===== src/rtl/eth_pkg.sv =====
// Shared Ethernet receive constants and types.
// The frame filter and state_mgr both import this package so that the header
// length, broadcast address, accepted EtherType and parser state encoding
// are defined in exactly one place.
package eth_pkg;

   // Ethernet II header: 6 bytes destination, 6 bytes source, 2 bytes EtherType
   localparam int ETH_HDR_LEN = 14;

   // All-ones destination address accepted as broadcast
   localparam logic [47:0] ETH_BCAST_MAC = 48'hFFFF_FFFF_FFFF;

   // Default station address used when the filter is not overridden
   localparam logic [47:0] ETH_LOCAL_MAC_DEFAULT = 48'h02_00_00_00_00_01;

   // Local experimental EtherType carried by our own traffic
   localparam logic [15:0] ETH_TYPE_DEFAULT = 16'h88B5;

   // Largest payload forwarded before a frame is cut short
   localparam int ETH_MAX_PAYLOAD_DEFAULT = 1500;

   // Receive parser states: header parse, payload forward, discard to end of frame
   typedef enum logic [1:0] {
      RX_HDR  = 2'd0,
      RX_PAY  = 2'd1,
      RX_DROP = 2'd2
   } rx_state_e;

   // Returns byte idx of a MAC address in wire order (idx 0 is the most significant byte)
   function automatic logic [7:0] macByte(input logic [47:0] mac, input logic [2:0] idx);
      logic [47:0] shifted;
      shifted = mac << {idx, 3'b000};
      return shifted[47:40];
   endfunction

endpackage


===== src/rtl/sat_counter16.sv =====
// 16-bit event counter that sticks at all-ones instead of wrapping.
// Used for the accepted/dropped frame statistics so that software reading
// a full counter knows it overflowed rather than seeing a small value.
module sat_counter16 (
   input  logic        clk,
   input  logic        rst,
   input  logic        inc,
   output logic [15:0] q
);

   logic [15:0] count_q;

   // Count one event per cycle that inc is high, holding once the top value is reached
   always_ff @(posedge clk or posedge rst) begin
      if (rst) begin
         count_q <= 16'h0000;
      end else if (inc && (count_q != 16'hFFFF)) begin
         count_q <= count_q + 16'h0001;
      end
   end

   assign q = count_q;

endmodule


===== src/rtl/eth_rx_frame_filter.sv =====
// Ethernet receive frame filter.
// Parses the 14-byte header of every frame from the MAC, keeps frames sent to
// our station address or to broadcast that carry our EtherType, strips the
// header and passes the payload on as a registered valid/last/user byte stream.
// Every frame is counted exactly once as either accepted or dropped.
// The MAC cannot be stalled, so every decision is made in the cycle the byte arrives.
module eth_rx_frame_filter
   import eth_pkg::*;
#(
   parameter logic [47:0] LOCAL_MAC   = ETH_LOCAL_MAC_DEFAULT,
   parameter logic [15:0] ETHERTYPE   = ETH_TYPE_DEFAULT,
   parameter int          MAX_PAYLOAD = ETH_MAX_PAYLOAD_DEFAULT
) (
   input  logic        clk,
   input  logic        rst,
   input  logic [7:0]  in_data,
   input  logic        in_valid,
   input  logic        in_last,
   input  logic        in_user,
   output logic [7:0]  out_data,
   output logic        out_valid,
   output logic        out_last,
   output logic        out_user,
   output logic [15:0] frames_ok,
   output logic [15:0] frames_drop
);

   localparam logic [3:0]  HDR_LAST_IDX  = 4'(ETH_HDR_LEN - 1);
   localparam logic [3:0]  DEST_LAST_IDX = 4'd5;
   localparam logic [3:0]  TYPE_HI_IDX   = 4'(ETH_HDR_LEN - 2);
   localparam logic [10:0] PAY_LAST_IDX  = 11'(MAX_PAYLOAD - 1);

   rx_state_e   state_q, state_d;
   logic [3:0]  hdrCnt_q, hdrCnt_d;
   logic [10:0] payCnt_q, payCnt_d;
   logic        ucastHit_q, ucastHit_d;
   logic        bcastHit_q, bcastHit_d;
   logic        typeHi_q, typeHi_d;
   logic        truncated_q, truncated_d;

   logic [7:0]  outData_q, outData_d;
   logic        outValid_q, outValid_d;
   logic        outLast_q, outLast_d;
   logic        outUser_q, outUser_d;

   logic        incOk;
   logic        incDrop;
   logic        typeMatch;
   logic        destMatch;

   // The low EtherType byte is judged against the byte on the wire at header
   // byte 13; the destination verdict was collected over bytes 0..5.
   assign typeMatch = typeHi_q && (in_data == ETHERTYPE[7:0]);
   assign destMatch = ucastHit_q || bcastHit_q;

   // Parser state, header bookkeeping and output stage registers.
   // Asynchronous reset throws away any frame in flight and clears the outputs at once.
   always_ff @(posedge clk or posedge rst) begin
      if (rst) begin
         state_q     <= RX_HDR;
         hdrCnt_q    <= 4'd0;
         payCnt_q    <= 11'd0;
         ucastHit_q  <= 1'b0;
         bcastHit_q  <= 1'b0;
         typeHi_q    <= 1'b0;
         truncated_q <= 1'b0;
         outData_q   <= 8'h00;
         outValid_q  <= 1'b0;
         outLast_q   <= 1'b0;
         outUser_q   <= 1'b0;
      end else begin
         state_q     <= state_d;
         hdrCnt_q    <= hdrCnt_d;
         payCnt_q    <= payCnt_d;
         ucastHit_q  <= ucastHit_d;
         bcastHit_q  <= bcastHit_d;
         typeHi_q    <= typeHi_d;
         truncated_q <= truncated_d;
         outData_q   <= outData_d;
         outValid_q  <= outValid_d;
         outLast_q   <= outLast_d;
         outUser_q   <= outUser_d;
      end
   end

   // Next-state and output decode. Only cycles with in_valid move anything:
   // an idle cycle holds all state, produces no output byte and counts nothing,
   // whatever in_data/in_last/in_user happen to carry.
   // The destination match restarts at header byte 0 so back-to-back frames
   // never inherit a verdict from the previous header. A frame that is cut
   // short in payload is counted at the cut, and the truncated flag stops the
   // DROP state from counting it a second time when its in_last finally arrives.
   always_comb begin
      state_d     = state_q;
      hdrCnt_d    = hdrCnt_q;
      payCnt_d    = payCnt_q;
      ucastHit_d  = ucastHit_q;
      bcastHit_d  = bcastHit_q;
      typeHi_d    = typeHi_q;
      truncated_d = truncated_q;
      outData_d   = 8'h00;
      outValid_d  = 1'b0;
      outLast_d   = 1'b0;
      outUser_d   = 1'b0;
      incOk       = 1'b0;
      incDrop     = 1'b0;

      if (in_valid) begin
         unique case (state_q)
            RX_HDR: begin
               if (hdrCnt_q <= DEST_LAST_IDX) begin
                  ucastHit_d = ((hdrCnt_q == 4'd0) || ucastHit_q) &&
                               (in_data == macByte(LOCAL_MAC, hdrCnt_q[2:0]));
                  bcastHit_d = ((hdrCnt_q == 4'd0) || bcastHit_q) &&
                               (in_data == macByte(ETH_BCAST_MAC, hdrCnt_q[2:0]));
               end
               if (hdrCnt_q == TYPE_HI_IDX) begin
                  typeHi_d = (in_data == ETHERTYPE[15:8]);
               end
               if (hdrCnt_q == HDR_LAST_IDX) begin
                  hdrCnt_d = 4'd0;
                  if (in_last) begin
                     incDrop = 1'b1;
                  end else if (destMatch && typeMatch) begin
                     state_d  = RX_PAY;
                     payCnt_d = 11'd0;
                  end else begin
                     state_d     = RX_DROP;
                     truncated_d = 1'b0;
                  end
               end else if (in_last) begin
                  hdrCnt_d = 4'd0;
                  incDrop  = 1'b1;
               end else begin
                  hdrCnt_d = hdrCnt_q + 4'd1;
               end
            end

            RX_PAY: begin
               outValid_d = 1'b1;
               outData_d  = in_data;
               payCnt_d   = payCnt_q + 11'd1;
               if (in_last) begin
                  outLast_d = 1'b1;
                  outUser_d = in_user;
                  incOk     = !in_user;
                  incDrop   = in_user;
                  state_d   = RX_HDR;
               end else if (payCnt_q == PAY_LAST_IDX) begin
                  outLast_d   = 1'b1;
                  outUser_d   = 1'b1;
                  incDrop     = 1'b1;
                  truncated_d = 1'b1;
                  state_d     = RX_DROP;
               end
            end

            RX_DROP: begin
               if (in_last) begin
                  incDrop     = !truncated_q;
                  truncated_d = 1'b0;
                  state_d     = RX_HDR;
               end
            end

            default: begin
               state_d  = RX_HDR;
               hdrCnt_d = 4'd0;
            end
         endcase
      end
   end

   // Accepted, error-free frames
   sat_counter16 u_okCounter (
      .clk (clk),
      .rst (rst),
      .inc (incOk),
      .q   (frames_ok)
   );

   // Filtered, runt, errored and truncated frames
   sat_counter16 u_dropCounter (
      .clk (clk),
      .rst (rst),
      .inc (incDrop),
      .q   (frames_drop)
   );

   assign out_data  = outData_q;
   assign out_valid = outValid_q;
   assign out_last  = outLast_q;
   assign out_user  = outUser_q;

endmodule


===== config.mk =====
export PLATFORM = sky130hd
export DESIGN_NAME = eth_rx_frame_filter
export DESIGN_NICKNAME = d
export VERILOG_FILES = /design/src/rtl/eth_pkg.sv /design/src/rtl/sat_counter16.sv /design/src/rtl/eth_rx_frame_filter.sv
export SDC_FILE = /design/constraint.sdc
export NUM_CORES = 1
export LEC_CHECK = 0
export ABC_CLOCK_PERIOD_IN_PS = 3050
export CAP_MARGIN = 20
export CELL_PAD_IN_SITES_DETAIL_PLACEMENT = 1
export CELL_PAD_IN_SITES_GLOBAL_PLACEMENT = 2
export CORE_MARGIN = 2
export CORE_UTILIZATION = 30
export CTS_BUF_LIST = sky130_fd_sc_hd__clkbuf_4 sky130_fd_sc_hd__clkbuf_8
export DETAILED_ROUTE_END_ITERATION = 12
export PLACE_DENSITY = 0.74
export SLEW_MARGIN = 20
export SYNTH_ARGS = -nofsm -noshare
export SYNTH_HDL_FRONTEND = slang
export SYNTH_SLANG_ARGS = --single-unit

===== constraint.sdc =====
create_clock -name clk -period 3.05 [get_ports clk]
set_clock_uncertainty 0.05 [all_clocks]
set_input_delay 0.305 -clock clk [delete_from_list [all_inputs] [get_ports clk]]
set_output_delay 0.305 -clock clk [all_outputs]
set_load 0.01 [all_outputs]

==> flow_summary.toml <==
[power]
p_int_mw = 1.60
p_clk_frac = 0.355
p_switching_mw = 0.673
power.total_mw = 2.27
share_comb_of_total_power = 0.213
power_density_nw_per_um2 = 522
max-vdd-ir-drop_uv = 289
pwr-share-seq = 0.432
power.leakage_nw = 1.92
switching_share = 0.297

[timing]
tightest_slew_ns = 0.819
final.min_clock_period_ns = 2.48
tns_ns = 0
rsz0062_at_grt = "no"
worst_slack_ns = 0.573
period_share = 0.812
finalHoldViolCount = 0
clock.fmax_mhz = 404
finalSetupViolations = 0
relSlewSlack = 0.454
hold_ws_ns = 0.442
final_max_slew_viol_count = 0

[floorplan]
fp.coreArea_um2 = 11300
start_util = 0.304
fp-row-count = 39
die_h_um = 111
dieArea_um2 = 12300
die_x_um = 111
io_pins = 56

[clocking]
postCtsHoldBufs = 0
clk-insertion-delay-late_ns = 0.36
cts.root.buffer_cell = "clkbuf_8"
clk_pin_slew_ns = 0.07
cts_resized = 0
cts_setup_buffers = 0
cts_tree = "yes"
numCtsBuffers = 9
cts_max_path_buffers = 2
htreeDepth = 3
numClockSinks = 64

[layout]
fin_util = 0.386
layoutNonFillerInstCount = 546
layout.nets = 423
drive_gt1_frac = 0.0868
final_area_um2 = 4350
insertedDiodeCount = 0
area_growth_pct = 26.9

[setup_path]
critPathMaxFanout = 15
end_kind = "flip-flop"
cp-start-kind = "flip-flop"
crit_required_ns = 3.24
worst-r2r-cell-count = 7
critPathArrivalTime_ns = 2.66
r2r_start = "state_q[0]$_DFFE_PP0P_"
r2r_end = "u_dropCounter.q[1]$_DFFE_PP0P_"
r2r_slack_ns = 0.57
path_class = "reg -> reg"

[worst_hold_path]
min_path_cells = 1
min_path_type = "reg -> reg"
hp-start = "u_dropCounter.q[10]$_DFFE_PP0P_"
hold_path_end = "u_dropCounter.q[10]$_DFFE_PP0P_"

[placement]
gp_congestion = 0.721
dp_hpwl_um = 6190
dp.cells = 531
post_dp_cell_area_um2 = 4140
io_buffers = 55
pre_cts_ws_ns = 0.463

[drt]
wl_per_cell_um = 15.7
drt_wl_total_um = 8550
vias_per_cell = 5.10
dr_total_vias = 2786
antenna_left = 0
drc = 0
initialDrtViolationCount = 122
drtPass1Iterations = 4

[grt]
grt_antenna_before_repair = 0
grt_pass1_vias = 2926
grt_max_degree = 65
grt-ovfl-total = 0
track_usage = 0.150
grt_pass1_wl_um = 14900

[logic_synthesis]
synth_cells = 341
yosys_warnings = 0
seq_area_frac_synth = 0.467
syn_nets = 365
synthFlopType = "dfrtp_1"
synth_enable_flop_cells = 0
ys_types = 54
async_flop_share = 1.00
ys_ff_latch = 64
syn_area_per_cell_um2 = 10.0
syn_area_um2 = 3430

[run_status]
run_status = "finished, final reports clean"

[flow_run]
maxCapViolCount = 0
cells in the final DEF (no fill, tap or decap), types with 7 or more instances in the layout:
cell / synthesis / final
nand3_1: 18 / 18
ha_1: 11 / 11
a21oi_1: 12 / 12
inv_1: 12 / 11
clkbuf_8: 0 / 9
o21ai_0: 14 / 14
xor2_1: 18 / 18
nor2_1: 18 / 18
nand4_1: 11 / 11
nor3_1: 15 / 15
and3_1: 16 / 16
nand2_1: 29 / 29
clkdlybuf4s50_1: 0 / 55
xnor2_1: 10 / 10
o31ai_1: 7 / 7
dfrtp_1: 64 / 64
critical path, cell delays in order (launching register included):
cell and delay, ns:
dfrtp_1 0.39, inv_1 0.10, ha_1 0.35, a21o_1 0.21, o211ai_1 0.17, o31a_1 0.58
nor2_1 0.17, mux2_1 0.34
power groups by stage:
| stage | Sequential (mW) | Clock (mW) | Combinational [mW] |
|---|---|---|---|
| after floorplan | 0.995 | 0 | 0.310 |
| after global placement | 0.996 | 0 | 0.483 |
| after detailed placement | 0.999 | 0 | 0.493 |
| after CTS | 0.983 | 0.833 | 0.495 |
| after global routing | 0.993 | 0.867 | 0.554 |
| final | 0.981 | 0.807 | 0.483 |
sequential cells by signal, summed over array words and instances (netlist names):
signal and count:
hdrCnt_q 4, ucastHit_q 1, payCnt_q 11, out_last 1, truncated_q 1, bcastHit_q 1
typeHi_q 1, state_q 2, out_valid 1, out_data 8, u_dropCounter.q 16, out_user 1
u_okCounter.q 16
kinds of logic after synthesis:
logic type	after synthesis	synth area share
AND/OR/NAND/NOR	151	0.264
flip-flops	64	0.467
AO/OA/AOI/OAI	53	0.100
XOR/XNOR	28	0.0716
buffers and inverters	26	0.0314
adder cells (fa/ha/maj)	11	0.0402
multiplexers	8	0.0259
layout make-up:
| cell class | instances | area [um^2] |
|---|---|---|
| flip-flops and latches | 64 | 1600 |
| clock buffers | 11 | 139 |
| well taps | 143 | 179 |
| repair buffers | 61 | 596 |
| clock inverters | 4 | 70.1 |
| fillers | 1299 | 6920 |
| multi-input cells | 251 | 1720 |
| inverters | 12 | 45.0 |
synth_stat cells, drive strengths merged (4+ instances only):
| cell | n | area [um^2] |
|---|---|---|
| inv | 12 | 45.0 |
| o31ai | 7 | 52.6 |
| nor2 | 18 | 67.6 |
| xor2 | 18 | 158 |
| a21oi | 12 | 60.1 |
| buf | 6 | 32.5 |
| nand3 | 19 | 100 |
| o211ai | 5 | 37.5 |
| xnor2 | 10 | 87.6 |
| nor3 | 15 | 75.1 |
| and4 | 4 | 35.0 |
| nor4b | 5 | 56.3 |
| clkbuf | 8 | 30.0 |
| ha | 11 | 138 |
| nor2b | 4 | 25.0 |
| nand4 | 11 | 68.8 |
| nand2 | 29 | 109 |
| o21ai | 14 | 70.1 |
| or4 | 6 | 45.0 |
| nor4 | 4 | 46.3 |
| and3 | 16 | 100 |
| dfrtp | 64 | 1600 |
| mux2 | 7 | 78.8 |
worst max path at each step:
stage / from / to / slack [ns]
floorplan: payCnt_q[0]$_DFFE_PP0P_ / u_dropCounter.q[14]$_DFFE_PP0P_ / 1.02
global placement: in_data[1] / payCnt_q[10]$_DFFE_PP0P_ / 0.54
detailed placement: in_data[1] / payCnt_q[10]$_DFFE_PP0P_ / 0.46
CTS: state_q[0]$_DFFE_PP0P_ / u_dropCounter.q[1]$_DFFE_PP0P_ / 0.52
global route: state_q[0]$_DFFE_PP0P_ / u_dropCounter.q[1]$_DFFE_PP0P_ / 0.36
finish: state_q[0]$_DFFE_PP0P_ / u_dropCounter.q[1]$_DFFE_PP0P_ / 0.57
per-layer routing:
metal,share of wire,global-route usage,vias up
li1,-,-,1345
met3,0.033,0.0377,13
met5,0,0,-
met4,0.016,0.0550,0
met2,0.48,0.246,38
met1,0.47,0.191,1390
Note: power is estimated with default switching activity, not from simulation.
==> patch 1 (same settings) <==
The 3 states of `rx_state_e` get a one-hot encoding in 3 bits.
--- a/src/rtl/eth_pkg.sv
+++ b/src/rtl/eth_pkg.sv
@@ -20,10 +20,10 @@
    localparam int ETH_MAX_PAYLOAD_DEFAULT = 1500;
 
    // Receive parser states: header parse, payload forward, discard to end of frame
-   typedef enum logic [1:0] {
-      RX_HDR  = 2'd0,
-      RX_PAY  = 2'd1,
-      RX_DROP = 2'd2
+   typedef enum logic [2:0] {
+      RX_HDR  = 3'b001,
+      RX_PAY  = 3'b010,
+      RX_DROP = 3'b100
    } rx_state_e;
 
    // Returns byte idx of a MAC address in wire order (idx 0 is the most significant byte)
Check against the original RTL: no difference found for any inputs over 10 cycles, from zero or initial values and one cycle with rst high; not proved beyond that.
==> patch 1 against the unedited design <==
Critical endpoint unchanged; clock power grew 2.7%; worst hold slack lost 0.19 ns; cell area grew 1.1%; power shrank 8.1%; via count grew 3.1%; routed wire length grew 0.19%; setup slack lost 0.052 ns; first-iteration DRC count grew 8.2%; critical path depth shrank 2; synthesized area grew 1.2%; sequential cell count grew 1; combinational power shrank 41%; highest routed layer unchanged; critical path type unchanged; global-route usage shrank 0.58 points.
==> patch 1: results (changes against the unedited design) <==
| Metric | Value |
|---|---|
| Seq/Total Area, Yosys | `46.9% (+0.20 points)` |
| Starting DRT DRC Count | `132 (+8.2%)` |
| Crit-path max FO | `15 (unchanged)` |
| Port buffer count | `55 (unchanged)` |
| Inserted Clock Buffers | `9 (unchanged)` |
| Leakage Power | `0.00188 uW (-2.1%)` |
| Root buf cell | `clkbuf_8` |
| Final net count | `430 (+1.7%)` |
| Via Count | `2872 (+3.1%)` |
| Antenna Cells | `0 (unchanged)` |
| CP delay by family, top | `simple AND/OR/NAND/NOR gates` |
| First-pass GRT wire length | `14700 um (-0.97%)` |
| Syn Nets | `372 (+1.9%)` |
| Max clock buf depth | `2 (unchanged)` |
| Global Route Usage Sum | `14.4% (-0.58 points)` |
| Startpoint types | `flip-flop` |
| Pre-antenna DRT Iters | `4 (unchanged)` |
| Switching share of power | `26.8% (-2.8 points)` |
| Wire length per cell | `15.3 um (-2.0%)` |
| Vias/cell | `5.15 (+0.87%)` |
| Worst hold path class | `in2async` |
| GPL Wtd Cong | `0.746 (+3.5%)` |
| Multi-input gate area | `1720 um^2 (+0.29%)` |
| Initial antenna violation count | `0 (unchanged)` |
| Peak VDD IR | `339 uV (+17%)` |
| Dpl cells | `542 (+2.1%)` |
| Slowest stage delay, CP | `0.69 ns (+0.11 ns)` |
| Critical path data arrival time | `2.70 ns (+0.04 ns)` |
| Synth async-reset ratio | `100% (unchanged)` |
| Status | `finished clean` |
| Post-CTS Setup Bufs | `0 (unchanged)` |
| Latest clock arrival within the worst-skew pair | `0.35 ns` |
| Synthesized instance count | `352 (+3.2%)` |
| R2r startpoint | `state_q[0]` |
| Largest net degree at the start of global routing | `45 (-31%)` |
| Critical-path top delay cell | `dfstp_2` |
| DP HPWL | `6030 um (-2.5%)` |
| Top cells by area, synth | `dfrtp_1 46%, xor2_1 5.3%, nand3_1 3.6%` |
| Number of gates resized after cts | `0 (unchanged)` |
| YS warnings | `0 (unchanged)` |
| Clock transition at path regs | `0.08 ns` |
| Count of cell types in the netlist | `56 (+3.7%)` |
| Worst slew pin tran | `0.667 ns (-0.152 ns)` |
| Htree depth | `3 (unchanged)` |
| Filler cell count | `1301 (+0.15%)` |
| Commonest cells in the netlist | `64 x dfrtp_1, 29 x nand2_1, 29 x nor2_1, 25 x nand3_1, 21 x xor2_1` |
| Layout cells sized above 1 | `9.88% (+1.2 points)` |
## patch 1: changes by cell type in the layout (fill, tap and decap cells not counted), sizes merged, moves of 3 or more
cell	change
and3	-9
a21oi	+7
mux2	-4
inv	-4
nand4bb	+3
nor2	+11
nand3	+7
nor2b	-4
or3	+5
o31ai	-6
ha	-4
and2	+6
xor2	+3
## patch 1: cell type report
cell class,instances,area share [%]
inverter,8,0.683
timing repair buffer,62,14.0
multi-input combinational,264,39.2
tap,143,4.07
clock buffer,11,3.16
clock inverter,5,1.82
sequential,65,37.0
## patch 1: per-stage QoR
step	area [um^2]	hold slack [ns]	utilization (%)	worst slack, ns
final	4390	0.251	38.6	0.521
after floorplan	3470	0.384	-	0.875
after CTS	4390	0.261	38.6	0.394
after detailed placement	4170	0.435	36.7	0.293
after global routing	4390	0.281	38.6	0.401
after global placement	4170	0.430	36.7	0.390
## patch 1: kinds of logic (layout without fill, tap and decap cells)
kind of cell | Yosys count | count (layout) | synth area share [%]
multiplexers | 3 | 3 | 0.974
adder cells (fa/ha/maj) | 7 | 7 | 2.53
AND/OR/NAND/NOR | 168 | 168 | 28.0
buffers and inverters | 23 | 86 | 3.50
XOR/XNOR | 33 | 33 | 8.33
AO/OA/AOI/OAI | 53 | 53 | 9.70
flip-flops | 65 | 65 | 46.9
## patch 1: path summary, 6_finish.rpt
path | slack [ns] | depth (start not counted) | endpoint
max in group asynchronous | 2.03 | 3 | state_q[0]
hold / removal | 0.25 | 2 | u_dropCounter.q[4]
setup reg to reg | 0.52 | 5 | u_dropCounter.q[1]
setup / recovery | 0.52 | 5 | u_dropCounter.q[1]
hold reg to reg | 0.44 | 1 | u_dropCounter.q[14]
min in group clk | 0.44 | 1 | u_dropCounter.q[14]
## patch 1: routing by layer
metal  vias up  global-route usage [%]  part of all wire (%)
li1       1376                       -                     -
met1      1440                    19.4                    47
met2        45                    23.0                    48
met3        11                    2.56                   2.6
met4         0                    5.84                   1.8
met5         -                       0                     0
## patch 1: worst register-to-register path, stage by stage (launching register included)
cell	delay, ns
dfstp_2	0.69
nor3b_1	0.60
nor3_1	0.15
o32a_4	0.35
nor2_1	0.23
mux2_2	0.35
## patch 1: power by group through the flow
stage          sequential [uW]  combinational (uW)  clock, uW
2_1_floorplan              988                 147          0
3_3_place_gp               988                 285          0
3_5_place_dp               990                 291          0
4_1_cts                    974                 292        852
5_1_grt                    982                 319        891
6_report                   973                 285        829
==> patch 2 (same settings) <==
Made on the original files. The package constant `ETH_MAX_PAYLOAD_DEFAULT` goes from 1500 to 750.
--- a/src/rtl/eth_pkg.sv
+++ b/src/rtl/eth_pkg.sv
@@ -17,7 +17,7 @@
    localparam logic [15:0] ETH_TYPE_DEFAULT = 16'h88B5;
 
    // Largest payload forwarded before a frame is cut short
-   localparam int ETH_MAX_PAYLOAD_DEFAULT = 1500;
+   localparam int ETH_MAX_PAYLOAD_DEFAULT = 750;
 
    // Receive parser states: header parse, payload forward, discard to end of frame
    typedef enum logic [1:0] {
Formal check against the unedited RTL: same outputs for any inputs over 10 cycles, from zero or initial values and one cycle with rst high; that may be too few to reach the edited logic, so the function may still have changed.
==> patch 2 against the unedited design <==
Power shrank 0.59%; synthesized area shrank 4.4%; utilization grew 0.69 points; sequential cell count is the same; cell area shrank 3.0%; routed wire length shrank 7.9%; setup slack gained 0.12 ns; largest cell class is now registers; highest routed layer unchanged.
==> patch 2: results (changes against the unedited design) <==
| Metric | Value |
|---|---|
| Top cells by area, synth | `dfrtp_1 49%, xnor2_1 6.4%, ha_1 4.6%` |
| CP delay by family, top | `simple AND/OR/NAND/NOR gates` |
| Placed Area | `4020 um^2 (-2.9%)` |
| Crit-path max FO | `6 (-9)` |
| Status | `finished clean` |
| Leakage Power | `0.00184 uW (-4.1%)` |
| Filler cell count | `1231 (-5.2%)` |
| Peak VDD IR | `252 uV (-13%)` |
| Crit. Startpoint | `payCnt_q[1]` |
| Syn Nets | `352 (-3.6%)` |
| R2R setup slack | `0.69 ns (+0.12 ns)` |
| Vias/cell | `4.82 (-5.4%)` |
| Crit path to | `u_dropCounter.q[14]` |
| Wire length per cell | `14.7 um (-6.2%)` |
| R2R cell count | `8 (+1)` |
| Vias in the first global route | `2679 (-8.4%)` |
| Largest net degree at the start of global routing | `34 (-48%)` |
| Slowest stage delay, CP | `0.44 ns (-0.14 ns)` |
| Critical-path top delay cell | `dfrtp_1` |
| Starting DRT DRC Count | `90 (-26%)` |
| Global Route Usage Sum | `14.6% (-0.39 points)` |
| Worst slew pin tran | `0.729 ns (-0.0903 ns)` |
| GPL Wtd Cong | `0.765 (+6.0%)` |
| Critical path data arrival time | `2.54 ns (-0.12 ns)` |
| Seq/Total Area, Yosys | `48.9% (+2.1 points)` |
| Commonest cells in the netlist | `64 x dfrtp_1, 33 x nor2_1, 31 x nand2_1, 24 x xnor2_1, 19 x nand3_1` |
| Worst hold path class | `in2async` |
| Count of cell types in the netlist | `48 (-11%)` |
-- patch 2: worst reg2reg max path, delay by kind of cell, from the launching register on --
family,cells,cell delay [ns]
mux,1,0.30
flops,1,0.44
simple gates,4,0.93
compound gates,1,0.34
buf+inv,1,0.08
fa+ha+maj,1,0.12
-- patch 2: kinds of logic after synthesis --
| family | after synthesis | share of synthesized area (%) |
|---|---|---|
| mux | 6 | 1.99 |
| simple gates | 151 | 24.8 |
| flops | 64 | 48.9 |
| buf+inv | 23 | 2.67 |
| compound gates | 35 | 7.45 |
| xor+xnor | 36 | 9.62 |
| fa+ha+maj | 12 | 4.58 |
-- patch 2: per-stage QoR --
stage | utilization, % | hold slack (ns) | setup WS [ns] | power, uW | std cells
final | 39.3 | 0.357 | 0.690 | 2260 | 536
after global routing | 39.3 | 0.418 | 0.516 | 2400 | 536
after CTS | 39.3 | 0.379 | 0.677 | 2300 | 536
after detailed placement | 37.4 | 0.435 | 0.555 | 1530 | 520
after global placement | 37.4 | 0.426 | 0.653 | 1510 | 520
after floorplan | - | 0.405 | 1.10 | 1320 | 327
-- patch 2: power breakdown --
group / internal [uW] / switching (uW) / leakage, uW / total, uW
registers: 923 / 97.1 / 0.000865 / 1020
logic: 228 / 259 / 0.000874 / 488
clock network: 408 / 342 / 0.000103 / 750
-- patch 2: final cells by class --
class	instances	area share, %
tap	140	4.15
sequential	64	38.0
multi-input combinational	240	37.6
inverter	18	1.60
clock buffer	11	3.44
clock inverter	5	1.33
timing repair buffer	58	13.9
-- patch 2: worst min path at each step --
stage / from / endpoint / slack [ns] / depth (start not counted)
floorplan: in_last / out_user / 0.40 / 2
global placement: u_dropCounter.q[9] / u_dropCounter.q[9] / 0.43 / 1
detailed placement: u_dropCounter.q[9] / u_dropCounter.q[9] / 0.43 / 1
CTS: rst / truncated_q / 0.38 / 2
global route: rst / u_dropCounter.q[15] / 0.42 / 2
finish: rst / u_dropCounter.q[0] / 0.36 / 2
-- patch 2: per-layer routing --
| layer | vias up | global-route usage (%) | wire length [um] | part of all wire, % |
|---|---|---|---|---|
| met2 | 41 | 21.6 | 3570 | 45 |
| met1 | 1264 | 21.2 | 3900 | 50 |
| met3 | 12 | 2.71 | 279 | 3.5 |
| li1 | 1269 | - | - | - |
| met4 | 0 | 5.22 | 116 | 1.5 |
| met5 | - | 0 | 0 | 0 |
